`config.mk`:
```
export PLATFORM = sky130hd
export DESIGN_NAME = scan_mux
export DESIGN_NICKNAME = d
export VERILOG_FILES = /design/src/rtl/scan_mux.sv
export SDC_FILE = /design/constraint.sdc
export NUM_CORES = 1
export LEC_CHECK = 0
export CAP_MARGIN = 5
export CORE_MARGIN = 1.5
export CORE_UTILIZATION = 42
export DETAILED_ROUTE_END_ITERATION = 6
export PLACE_DENSITY = 0.75
export RECOVER_POWER = 25
export SETUP_SLACK_MARGIN = 0.02
export SKIP_LAST_GASP = 1
export SLEW_MARGIN = 25
export SYNTH_ARGS = -nofsm -noshare
export SYNTH_HDL_FRONTEND = slang
export SYNTH_SLANG_ARGS = --single-unit
export TNS_END_PERCENT = 5
```
`constraint.sdc`:
```
create_clock -name clk -period 2.1 [get_ports clk]
set_input_delay 0.315 -clock clk [delete_from_list [all_inputs] [get_ports clk]]
set_output_delay 0.315 -clock clk [all_outputs]
set_load 0.01 [all_outputs]
```
`src/rtl/scan_mux.sv`:
```
// scan_mux: N-channel, W-bit selector with a registered output, manual select and dwell-based auto scan.
// Optional channel mask: define MUX_CH_MASK_EN to add the ch_mask input and skip masked channels.
module scan_mux #(
   parameter int N_CH  = 8,
   parameter int W     = 1,
   parameter int DWELL = 4,
   localparam int SEL_W = $clog2(N_CH)
) (
   input  logic              clk,
   input  logic              rst_n,
   input  logic [N_CH*W-1:0] in_bus,
   input  logic              mode,
   input  logic [SEL_W-1:0]  sel,
   input  logic              cont,
   input  logic              start,
   input  logic              stop,
`ifdef MUX_CH_MASK_EN
   input  logic [N_CH-1:0]   ch_mask,
`endif
   output logic [W-1:0]      out,
   output logic [SEL_W-1:0]  out_ch,
   output logic              out_valid,
   output logic              busy,
   output logic              scan_done
);

   localparam int DW_W = (DWELL > 1) ? $clog2(DWELL) : 1;
   localparam logic [DW_W-1:0] DWELL_LAST = DW_W'(DWELL - 1);

   typedef enum logic {IDLE = 1'b0, SCAN = 1'b1} state_t;

   state_t          state, state_nx;
   logic [DW_W-1:0] dwell, dwell_nx;
   logic            cont_q, cont_nx;
   logic [W-1:0]    out_nx;
   logic [SEL_W-1:0] ch_nx;
   logic            valid_nx, done_nx;

   logic [N_CH-1:0] en;
`ifdef MUX_CH_MASK_EN
   assign en = ch_mask;
`else
   assign en = '1;
`endif

   function automatic logic [W-1:0] pick(input logic [N_CH*W-1:0] bus, input logic [SEL_W-1:0] c);
      pick = '0;
      for (int i = 0; i < N_CH; i++)
         if (c == SEL_W'(i)) pick = bus[i*W +: W];
   endfunction

   // {found, index} of the lowest enabled channel strictly above 'after'; after = -1 gives the first one
   function automatic logic [SEL_W:0] find_en(input logic [N_CH-1:0] m, input int after);
      find_en = '0;
      for (int i = N_CH - 1; i >= 0; i--)
         if (m[i] && i > after) find_en = {1'b1, SEL_W'(i)};
   endfunction

   logic [SEL_W:0]   first_f, next_f, beyond_ld;
   logic [SEL_W-1:0] ld_ch;
   logic             dwell_end, adv_ok, ld_last, man_ok;

   always_comb begin
      first_f   = find_en(en, -1);
      next_f    = find_en(en, int'(out_ch));
      dwell_end = (dwell == DWELL_LAST);
      adv_ok    = next_f[SEL_W] | (cont_q & first_f[SEL_W]);
      if (state == IDLE || !next_f[SEL_W]) ld_ch = first_f[SEL_W-1:0];
      else                                 ld_ch = next_f[SEL_W-1:0];
      beyond_ld = find_en(en, int'(ld_ch));
      ld_last   = ~beyond_ld[SEL_W];
      man_ok    = 1'b0;
      for (int i = 0; i < N_CH; i++)
         if (sel == SEL_W'(i)) man_ok = en[i];
   end

   always_ff @(posedge clk or negedge rst_n) begin
      if (!rst_n) state <= IDLE;
      else        state <= state_nx;
   end

   always_comb begin
      state_nx = state;
      case (state)
         IDLE:    if (mode && start && !stop && first_f[SEL_W]) state_nx = SCAN;
         SCAN:    if (stop || (dwell_end && !adv_ok)) state_nx = IDLE;
         default: state_nx = IDLE;
      endcase
   end

   always_comb begin
      out_nx   = out;
      ch_nx    = out_ch;
      dwell_nx = dwell;
      cont_nx  = cont_q;
      valid_nx = 1'b0;
      done_nx  = 1'b0;
      case (state)
         IDLE: begin
            if (!mode) begin
               out_nx   = man_ok ? pick(in_bus, sel) : '0;
               ch_nx    = sel;
               valid_nx = 1'b1;
            end else if (state_nx == SCAN) begin
               out_nx   = pick(in_bus, ld_ch);
               ch_nx    = ld_ch;
               dwell_nx = '0;
               cont_nx  = cont;
               valid_nx = (DWELL_LAST == '0);
               done_nx  = valid_nx && ld_last;
            end
         end
         SCAN: begin
            // leaving SCAN (stop or end of a one-shot pass) keeps out and out_ch as they were
            if (state_nx == SCAN) begin
               if (dwell_end) begin
                  out_nx   = pick(in_bus, ld_ch);
                  ch_nx    = ld_ch;
                  dwell_nx = '0;
                  valid_nx = (DWELL_LAST == '0);
                  done_nx  = valid_nx && ld_last;
               end else begin
                  out_nx   = pick(in_bus, out_ch);
                  dwell_nx = dwell + DW_W'(1);
                  valid_nx = (dwell_nx == DWELL_LAST);
                  done_nx  = valid_nx && !next_f[SEL_W];
               end
            end
         end
         default: ;
      endcase
   end

   always_ff @(posedge clk or negedge rst_n) begin
      if (!rst_n) begin
         out       <= '0;
         out_ch    <= '0;
         out_valid <= 1'b0;
         scan_done <= 1'b0;
         dwell     <= '0;
         cont_q    <= 1'b0;
      end else begin
         out       <= out_nx;
         out_ch    <= ch_nx;
         out_valid <= valid_nx;
         scan_done <= done_nx;
         dwell     <= dwell_nx;
         cont_q    <= cont_nx;
      end
   end

   assign busy = (state == SCAN);

endmodule

```
# Word level (Yosys, flattened, before mapping)
# Cells that the tools add are included.
# word_totals
input_bits,17
reg_bits,10
word_cells,127
# op_classes
bitwise,2
addsub,1
n_lt_le_gt_ge,7
eq_ne,28
reduce_logical,16
muxes,66
# ops
op,count
2-to-1 mux 1 bit,44
equality test 3 bit (second input constant),12
2-to-1 mux 4 bit,7
equality test 3 x 2 -> 1 bit (second input constant),6
2-to-1 mux 3 bit,5
greater-than comparator 3 bit (first input constant),4
equality test 3 x 1 -> 1 bit (second input constant),3
logical NOT 3 bit,3
AND reduction 3 bit,3
2-to-1 mux 2 bit,4
one-hot mux 1 bit (2 select lines),4
greater-than comparator 2 x 3 -> 1 bit (first input constant),2
one-hot mux 3 bit (2 select lines),1
equality test 2 bit (second input constant),2
logical AND 1 bit,4
inequality test 2 x 1 -> 1 bit (second input constant),2
inequality test 2 bit (second input constant),2
one-hot mux 2 bit (2 select lines),1
greater-than comparator 1 x 3 -> 1 bit (first input constant),1
logical NOT 1 bit,3
inequality test 3 bit (second input constant),1
adder 2 x 1 -> 2 bit (second input constant),1
logical OR 1 bit,2
AND reduction 2 bit,1
2 further kinds,2

# Longest topological paths before layout
# depth
ltp_word,23
depth_mapped,8
mapped_depth_nobuf,7

# Least setup slack after synthesis
# OpenSTA, ideal clock, no wires.
# synth_path
path_type,reg2reg
startpoint,register out_ch[0]
endpoint,register out
path_buffers,1
stages_incl_launch_ff,9
slack_ns,-0.026
synth_period_minus_slack_ns,2.126
arrival_ns,1.996
path_cell_list,dfrtp_1 > buf_6 > inv_1 > ha_1 > maj3_2 > a311oi_2 > mux4_1 > nand4_1 > a31oi_1
# synth_between
elab_chain_cells,23
word_cells_on_any_way,63
classes_between,order compare (7); eq/ne (16); mux (31); bitwise (1); reduce/logical (8)
# synth_lines
item,line_no,rtl
"start, declared",21,"output logic [SEL_W-1:0] out_ch,"
"start signal, assigned",144,out_ch <= ch_nx;
greater-than comparator 3 bit,56,"if (m[i] && i > after) find_en = {1'b1, SEL_W'(i)};"
2-to-1 mux 4 bit (7 in a row),56,
logical NOT 1 bit,68,if (state == IDLE || !next_f[SEL_W]) ld_ch = first_f[SEL_W-1:0];
logical OR 1 bit,68,
2-to-1 mux 3 bit,68,
logical NOT 3 bit,49,if (c == SEL_W'(i)) pick = bus[i*W +: W];
2-to-1 mux 1 bit (8 in a row),49,
"2-to-1 mux 1 bit, on equally long branches","116, 104",
"2-to-1 mux 1 bit, on equally long branches","115, 100",
one-hot mux 1 bit (2 select lines),98,case (state)
"end signal, assigned",143,out <= out_nx;
"end, declared",20,"output logic [W-1:0] out,"
# Parallel ways exist; a longest one is shown, timed or not. The select of a mux whose other input is x is not followed.
# A chain may end at the register's enable or synchronous reset.

# Worst setup path in the final report
# Same ends and word-level chain as after synthesis.

==> out/qor.yml <==
critical_path:
  critPathMaxFanout: 5
  crit_family: "adder cells"
  cp-start-kind: "register"
  crit_chain: "inv_1 -> ha_2 -> maj3_2 -> a311oi_2 -> mux4_2 -> nand4_1 -> a31oi_1"
  cp_slowest_cell: "mux4_2"
  cpPeakStageDelay_ns: 0.36
  critical_path_class: "register to register"
  worstPathRequired_ns: 2.24
  cp.arrival_ns: 2.13
  endpoint_kind: "register"
  crit_buf_inv: 1
synth:
  synth_compound_area_share_pct: 17.15
  synthMuxAreaShare_pct: 18.21
  synth-simple-area-share_pct: 17.45
  avgSynthCellArea_um2: 10.06
  synth_cell_types: 36
  synth_edf_count: 0
  synthFlopType: "dfrtp_1"
  synth_top_family_by_area: "multiplexers"
  ys_seq_area_share_pct: 30.35
  syn_area_um2: 824.5
  synth_cells: 82
  syn-num-nets: 105
  synth_fa_ha_area_share_pct: 10.47
  synthArstFlopShare_pct: 100.0
  synth_xor_area_share_pct: 0
  ys_ff_latch: 10
  ys.warnings.count: 0
cts:
  clockRootBuffer: "clkbuf_4"
  clock-sinks: 10
  cts-hold-fix-buffers: 0
  cts_buffer_depth: 2
  cts_resized: 0
  cts_tree: "yes"
  clk_pin_slew_ns: 0.06
  numCtsBuffers: 3
  clock_latency_ns: 0.26
  cts_setup_buffers: 0
  h-tree-depth: 1
floorplan:
  placeableCoreArea_mm2: 0.001783
  ioPinCount: 24
  row_count: 15
  dieWidth_um: 47.31
  fp.dieH_um: 47.31
  dieArea_mm2: 0.002238
  initial_core_util_pct: 46.25
cells_and_area:
  area_growth_pct: 36.87
  antenna_cells: 0
  multi_input_area_um2: 520.5
  regArea_um2: 250.2
  final_core_util_pct: 63.30
  layout_common_cells: "22 x clkdlybuf4s50_1, 10 x inv_1, 10 x dfrtp_1, 6 x nand2_1"
  final_nets: 134
  layout_commonest_cell: "clkdlybuf4s50_1"
  fillers: 137
  final_layout_size_suffix_gt1_share_pct: 16.36
hold_path:
  hold_path_class: "input pin to asynchronous set/reset pin"
power_and_ir_drop:
  pwr-share-seq_pct: 32.0
  p_sw_mw: 0.2844
  power_density_mw_per_mm2: 732.7
  p_int_mw: 0.5425
  switching_share_pct: 34.40
  pwr-share-comb_pct: 47.4
  clockPowerShare_pct: 20.6
  p_leak_nw: 0.4808
  ir_drop_mv: 0.5455
place:
  numPortBuffers: 23
  dpl.hpwl_um: 1577
  globalplace.congestion: 0.8664
drt:
  ant_nets: 0
  routedWlPerCell_um: 14.37
  drt-initial-drc-count: 28
  drc: 0
  vias_per_cell: 5.615
  wirelength_um: 1940
  vias: 758
  drtPass1Iterations: 4
timing:
  max_freq_mhz: 503.7
  tns_ns: 0
  finClkSkew_ns: 0.001948
  layout_min_cycle_time_ns: 1.985
  worstMarginPinSlew_ns: 0.4800
  min_period_over_period_pct: 94.54
  maxSlewViolCount: 0
  slew_headroom_pct: 67.90
  hold_viol_final: 0
  finalSetupViolCount: 0
  rsz0062_at_grt: "no"
grt:
  antenna_found_initial: 0
  grt_usage_pct: 19.29
  grt_max_degree: 13
  grt_pass1_wl_um: 3015
  grt_overflow: 0
  grt_pass1_vias: 713
status:
  status: "complete, no violations"
flow_run:
  drv_cap: 0
==> path summary, 6_finish.rpt <==
kind | from | endpoint | slack (ns) | depth (start not counted)
hold / removal | rst_n | cont_q | 0.44 | 1
setup reg to reg | out_ch[0] | out | 0.11 | 7
hold reg to reg | cont_q | cont_q | 0.54 | 1
setup / recovery | out_ch[0] | out | 0.11 | 7
min in group clk | cont_q | cont_q | 0.54 | 1
max in group asynchronous | rst_n | out | 1.33 | 1
==> cells in the mapped netlist, drive strengths merged (2+ instances only) <==
library cell	n	area, um^2
a21oi	5	25.02
and3	2	13.77
mux2	2	22.52
nand3b	2	15.01
a311o	2	20.02
o311a	2	20.02
dfrtp	10	250.2
nand4	2	12.51
nand2	6	22.52
nor2	5	18.77
o21ai	3	15.01
mux4	4	97.59
ha	6	75.07
inv	10	37.54
mux2i	3	30.03
==> power groups by stage <==
stage          clock (mW)  sequential (mW)  combinational [mW]
3_5_place_dp            0            0.269               0.393
3_3_place_gp            0            0.267               0.385
5_1_grt             0.186            0.270               0.437
6_report            0.170            0.265               0.392
2_1_floorplan           0            0.286               0.227
4_1_cts             0.172            0.265               0.395
==> per-layer routing <==
| metal | track usage, % | share of wire, % |
|---|---|---|
| met1 | 27.06 | 44 |
| met2 | 28.38 | 47 |
| met3 | 8.077 | 8.8 |
| met4 | 2.778 | 0 |
| met5 | 0 | 0 |
==> metrics by stage <==
| step | cell area [um^2] | setup slack (ns) | total power, mW | std cells | hold slack (ns) |
|---|---|---|---|---|---|
| after floorplan | 823.3 | 0.02979 | 0.5125 | 82 | 0.01941 |
| after global placement | 1092 | 0.06347 | 0.6520 | 131 | 0.5323 |
| after detailed placement | 1092 | 0.01387 | 0.6624 | 131 | 0.5356 |
| after CTS | 1129 | 0.1255 | 0.8327 | 135 | 0.3776 |
| after global routing | 1129 | 0.02142 | 0.8928 | 135 | 0.4844 |
| final | 1129 | 0.1146 | 0.8269 | 135 | 0.4445 |
==> cells by family (layout without fill, tap and decap cells) <==
logic type,Yosys count,after routing
and+or+nand+nor,25,25
DFF,10,10
muxes,9,9
AOI/OAI and AO/OA,19,19
adders and majority gates,7,7
buffers and inverters,12,40
==> state kept, by name, summed over array words and instances, names as in the netlist <==
name / flops
dwell: 2
out_valid: 1
out_ch: 3
cont_q: 1
out: 1
scan_done: 1
busy: 1
==> layout make-up <==
cell class | instances | area share [%]
multi-input combinational | 60 | 46.12
inverter | 10 | 3.326
timing repair buffer | 26 | 22.39
clock buffer | 4 | 3.215
sequential | 10 | 22.17
tap | 25 | 2.772
(Power assumes the default switching activity.)
